===== config.mk =====
export PLATFORM = sky130hd
export DESIGN_NAME = spad_matls_resp
export DESIGN_NICKNAME = d
export VERILOG_FILES = /design/src/rtl/spad_matls_resp.sv
export SDC_FILE = /design/constraint.sdc
export NUM_CORES = 1
export LEC_CHECK = 0
export CAP_MARGIN = 20
export CORE_AREA = 5 5 141 143
export DETAILED_ROUTE_END_ITERATION = 10
export DIE_AREA = 0 0 146 148
export PLACE_DENSITY = 0.73
export REMOVE_ABC_BUFFERS = 1
export SYNTH_ARGS = -nofsm -noshare
export SYNTH_HDL_FRONTEND = slang
export SYNTH_SLANG_ARGS = --single-unit

===== constraint.sdc =====
create_clock -name CLK -period 3 [get_ports CLK]
set_clock_uncertainty 0.1 [all_clocks]
set_input_delay 0.45 -clock CLK [delete_from_list [all_inputs] [get_ports CLK]]
set_output_delay 0.45 -clock CLK [all_outputs]
set_load 0.02 [all_outputs]

===== src/rtl/spad_matls_resp.sv =====
// -----------------------------------------------------------------------------
// spad_matls_resp
//
// Scratchpad-side responder for matrix load/store requests from the matrix
// load/store functional unit. One request is accepted at a time. The matrix is
// walked row by row at base + r*stride:
//   - load  : each memory beat is written into the destination matrix register.
//   - store : each source row is read from the matrix register file and written
//             out to memory.
// Completion is reported with a single-cycle mhit pulse.
//
// Handshake semantics (all interfaces):
//   - A request is accepted on a rising edge where req_valid && req_ready.
//     req_valid seen while req_ready is low is ignored, not queued, so the FU
//     must hold the request until it is accepted.
//   - A memory beat (mem_ren or mem_wen) holds its address and data stable
//     until the rising edge where mem_ack is high; that edge retires the beat.
//     mem_ack is ignored whenever no beat is outstanding.
//
// Ports:
//   CLK, nRST             clock (rising edge), asynchronous active-low reset
//   req_valid/req_ready   request handshake from/to the FU
//   req_store             0 = load (mem -> mreg), 1 = store (mreg -> mem)
//   req_mreg              matrix register index
//   req_addr, req_stride  base byte address and two's complement row stride
//   mhit                  one-cycle completion pulse
//   mem_ren/mem_wen       memory read / write request for the current row
//   mem_addr, mem_wdata   row address and store data
//   mem_rdata, mem_ack    load data and beat completion from memory
//   mrf_sel, mrf_row      matrix register file row select
//   mrf_wen, mrf_wdata    matrix register file write (loads)
//   mrf_rdata             combinational matrix register file read (stores)
//   state_dbg             current FSM state (IDLE=0, ACCESS=1, DONE=2)
//
// ROWS must be at least 2.
// -----------------------------------------------------------------------------
module spad_matls_resp #(
  parameter int ROWS   = 4,
  parameter int DATA_W = 64,
  parameter int ADDR_W = 32,
  parameter int MREG_W = 4,
  localparam int ROW_W = (ROWS > 1) ? $clog2(ROWS) : 1
) (
  input  logic              CLK,
  input  logic              nRST,
  // request from the functional unit
  input  logic              req_valid,
  input  logic              req_store,
  input  logic [MREG_W-1:0] req_mreg,
  input  logic [ADDR_W-1:0] req_addr,
  input  logic [ADDR_W-1:0] req_stride,
  output logic              req_ready,
  output logic              mhit,
  // scratchpad memory
  output logic              mem_ren,
  output logic              mem_wen,
  output logic [ADDR_W-1:0] mem_addr,
  output logic [DATA_W-1:0] mem_wdata,
  input  logic [DATA_W-1:0] mem_rdata,
  input  logic              mem_ack,
  // matrix register file
  output logic [MREG_W-1:0] mrf_sel,
  output logic [ROW_W-1:0]  mrf_row,
  output logic              mrf_wen,
  output logic [DATA_W-1:0] mrf_wdata,
  input  logic [DATA_W-1:0] mrf_rdata,
  // debug
  output logic [1:0]        state_dbg
);

  typedef enum logic [1:0] {
    IDLE   = 2'd0,
    ACCESS = 2'd1,
    DONE   = 2'd2
  } state_t;

  localparam logic [ROW_W-1:0] LAST_ROW = ROW_W'(ROWS - 1);

  state_t              state;
  logic                store_q;
  logic [MREG_W-1:0]   mreg_q;
  logic [ADDR_W-1:0]   stride_q;
  logic [ADDR_W-1:0]   addr_q;
  logic [ROW_W-1:0]    row_q;
  logic                in_access;

  // ---------------------------------------------------------------------------
  // FSM. req_ready, mhit, mem_ren and mem_wen are registered alongside the
  // state so they are glitch-free at the clock edge. A reset in any state
  // simply drops everything: no partial completion is ever reported.
  // ---------------------------------------------------------------------------
  always_ff @(posedge CLK or negedge nRST) begin
    if (!nRST) begin
      state     <= IDLE;
      req_ready <= 1'b1;
      mhit      <= 1'b0;
      mem_ren   <= 1'b0;
      mem_wen   <= 1'b0;
      store_q   <= 1'b0;
      mreg_q    <= '0;
      stride_q  <= '0;
      addr_q    <= '0;
      row_q     <= '0;
    end else begin
      case (state)
        IDLE: begin
          if (req_valid) begin
            state     <= ACCESS;
            req_ready <= 1'b0;
            mem_ren   <= !req_store;
            mem_wen   <= req_store;
            store_q   <= req_store;
            mreg_q    <= req_mreg;
            stride_q  <= req_stride;
            addr_q    <= req_addr;
            row_q     <= '0;
          end
        end

        ACCESS: begin
          if (mem_ack) begin
            if (row_q == LAST_ROW) begin
              state   <= DONE;
              mem_ren <= 1'b0;
              mem_wen <= 1'b0;
              mhit    <= 1'b1;
            end else begin
              row_q  <= row_q + ROW_W'(1);
              // Modulo 2^ADDR_W: negative strides and wrap-around fall out of
              // plain two's complement addition.
              addr_q <= addr_q + stride_q;
            end
          end
        end

        DONE: begin
          state     <= IDLE;
          mhit      <= 1'b0;
          req_ready <= 1'b1;
        end

        default: begin
          state     <= IDLE;
          req_ready <= 1'b1;
          mhit      <= 1'b0;
          mem_ren   <= 1'b0;
          mem_wen   <= 1'b0;
        end
      endcase
    end
  end

  // ---------------------------------------------------------------------------
  // Datapath outputs are decoded from the state so they read as zero outside
  // ACCESS (including immediately on reset). The register-file write and the
  // store data follow the combinational inputs in the ack cycle.
  // ---------------------------------------------------------------------------
  assign in_access = (state == ACCESS);

  assign mem_addr  = in_access ? addr_q : '0;
  assign mrf_sel   = in_access ? mreg_q : '0;
  assign mrf_row   = in_access ? row_q  : '0;
  assign mem_wdata = (in_access && store_q) ? mrf_rdata : '0;

  // mem_rdata only matters on loads; stores never write the register file.
  assign mrf_wen   = in_access && !store_q && mem_ack;
  assign mrf_wdata = mrf_wen ? mem_rdata : '0;

  assign state_dbg = state;

endmodule


==> flow_metrics.py <==
metrics = {
    "drt": {
        "dr_total_vias": 6663,
        "drt.antenna.violating_nets": 0,
        "top_layer": "met4",
        "wl_met3_mm": 1.525,
        "drtIter0Drc": 322,
        "drc_errors": 0,
        "route.met2.wl_mm": 12.32,
        "wl_met1_mm": 9.492,
        "viasPerCell": 5.021,
        "drt_wl_total_mm": 23.76,
        "drtPass1Iterations": 6,
        "routedWlPerCell_um": 17.90,
    },
    "critical_path": {
        "required_ns": 2.45,
        "cp.arrival_ns": 2.36,
        "timing.rr.end": "addr_q[24]",
        "endpoint_kind": "primary output",
        "worstSetupStartpointType": "flop",
        "worstSetupPathType": "reg2out",
        "reg2regPathDepth": 11,
        "r2r_start": "stride_q[0]",
        "crit_fanout": 65,
        "worstSetupEndpoint": "mrf_wdata[22]",
        "reg2reg_slack_ns": 0.17,
        "critPathLaunch": "state_dbg[1]",
    },
    "floorplanning": {
        "design.die.area_um2": 21610,
        "ios": 374,
        "coreArea_um2": 18460,
        "chipWidth_um": 146,
        "start_util": 0.3325,
        "row_count": 50,
        "dieHeight_um": 148,
    },
    "cts": {
        "clk_pin_slew_ns": 0.07,
        "cts-buffers-inserted": 9,
        "h-tree-depth": 3,
        "tritoncts": "done",
        "clock_path_buffers": 2,
        "clock_latency_ns": 0.35,
        "cts-root-buf": "clkbuf_16",
        "cts.sink_count": 77,
    },
    "synthesis": {
        "avgSynthCellArea_um2": 8.559,
        "synth_flop_cell": "dfrtp_1",
        "ys_top_cells_by_count": "and2_1, dfrtp_1, and3_1",
        "synth.top_cell.area_share": 0.3099,
        "ys_warn_count": 0,
        "synth_top_area_cell": "dfrtp_1",
        "synth.most_common_cell": "and2_1",
        "synthDistinctLibCells": 69,
        "ys_ff_latch": 77,
        "syn-cell-area_um2": 6137,
        "ys_top_cells_by_area": "dfrtp_1, and2_1, and3_1",
        "synth_async_sr_flop_share": 1.000,
        "synth_edf_count": 0,
        "ys_seq_area_frac": 0.3142,
        "netlist_instances": 717,
    },
    "sta": {
        "hold_viol": 0,
        "tightest_slew_ns": 0.4771,
        "timing.slew.headroom": 0.6819,
        "period_minus_slack_ns": 2.911,
        "whs_ns": 0.3628,
        "fmax_mhz": 343.5,
        "min_period_over_period": 0.9704,
        "drv_slew": 0,
        "rsz0062_at_grt": "yes",
        "setup_viol": 0,
    },
    "layout": {
        "finalNonFillerCells": 1327,
        "final_area_um2": 10550,
        "fin_nets": 1319,
        "area_growth_pct": 71.91,
        "drive_above_1_share": 0.1009,
    },
    "global_routing": {
        "grt_pass1_wl_mm": 35.69,
        "grt.total_usage": 0.2049,
        "antenna_found_initial": 3,
        "grt_pass1_vias": 6490,
        "gr-total-overflow": 0,
        "grt_max_degree": 78,
    },
    "run_status": {
        "outcome": "finished, final reports clean",
    },
    "pwr": {
        "peakVddDrop_mv": 0.7141,
        "p_per_area_nw_per_um2": 1253,
        "p_leak_nw": 4.509,
        "power_mw": 13.22,
    },
    "placed_design": {
        "placed_cell_area_um2": 10190,
        "io_buffers": 373,
        "place_hpwl_mm": 18.72,
        "numPlacedInstances": 1304,
        "place.gp.congestion": 0.8698,
    },
    "min_path": {
        "min_path_type": "in2async",
    },
    "job": {
        "cap_violations": 0,
    },
}
worst max-delay path, stage by stage (launching register included):
cell and delay (ns):
dfrtp_1 0.44, inv_1 0.13, nand2_1 0.10, nor3b_2 0.28, buf_12 0.25, and2_1 0.18, clkdlybuf4s50_1 0.61
cells in the final DEF, fill, tap and decap left out, drive strengths merged, types with 18 or more instances in the layout:
cell type,Yosys,routed
nand2,62,62
buf,1,33
and2,105,105
clkdlybuf4s50,1,370
ha,32,32
nor2,40,40
a21oi,56,56
nand3,18,18
dfrtp,76,76
o21ai,33,33
mux2,38,38
and3,77,77
logic make-up (layout without fill, tap and decap cells):
| kind of cell | after synthesis | count (layout) | share of synthesized area |
|---|---|---|---|
| simple gates | 326 | 326 | 0.2899 |
| compound gates | 158 | 158 | 0.1684 |
| flops | 77 | 77 | 0.3142 |
| buf+inv | 58 | 431 | 0.05015 |
| mux | 41 | 41 | 0.07462 |
| fa+ha+maj | 33 | 33 | 0.06850 |
| xor+xnor | 24 | 24 | 0.03425 |
| other cells | 0 | 3 | 0 |
how the worst min path moves through the flow:
stage                       endpoint        from  cells after the start
after detailed placement  addr_q[31]  addr_q[31]                      1
after CTS                 addr_q[21]        nRST                      1
after global routing      addr_q[21]        nRST                      2
after global placement    addr_q[31]  addr_q[31]                      1
final                     addr_q[21]        nRST                      2
after floorplan            addr_q[0]        nRST                      0
state kept, by name (all words and copies together), names as in the netlist, 2 cells and up:
signal,cells
addr_q,32
state_dbg,2
mreg_q,4
row_q,2
stride_q,32
where the power goes:
group / switching, mW / leakage, nW / internal (mW)
sequential: 0.374 / 0.916 / 1.59
combinational: 5.42 / 3.45 / 4.75
clock: 0.508 / 0.139 / 0.580
total: 6.30 / 4.51 / 6.92
metal layers:
layer | global-route usage | vias to the layer above
met3 | 0.04261 | 28
li1 | - | 3285
met5 | 0 | -
met4 | 0.06350 | 0
met1 | 0.2420 | 3088
met2 | 0.3736 | 262
what timing repair did:
| item | in CTS | in global routing |
|---|---|---|
| endpoints found under the hold margin | 0 | 9 |
| setup endpoints to repair | 2 | 37 |
| hold buffers | 0 | 1 |
| pin swaps | 0 | 4 |
| gates resized for setup | 1 | 2 |
| buffers inserted | 0 | 2 |
| gates cloned | 0 | 0 |
layout make-up:
cell class | instances | area (um2)
Fill cell | 1666 | 7905
Clock inverter | 7 | 62.56
Timing Repair Buffer | 404 | 4056
Multi-Input combinational cell | 582 | 3936
Tap cell | 234 | 292.8
Antenna cell | 3 | 7.507
Inverter | 11 | 41.29
Clock buffer | 9 | 225.2
Sequential cell | 77 | 1928
per-stage QoR:
stage,utilization,TNS [ns],setup slack [ns]
after floorplan,-,-350.05,-2.078
after global placement,0.5521,-0.03372,-0.03372
after detailed placement,0.5521,-0.1016,-0.08942
after CTS,0.5680,0,0.01071
after global routing,0.5717,-0.3743,-0.03062
final,0.5717,0,0.08872
(Power assumes the default switching activity.)
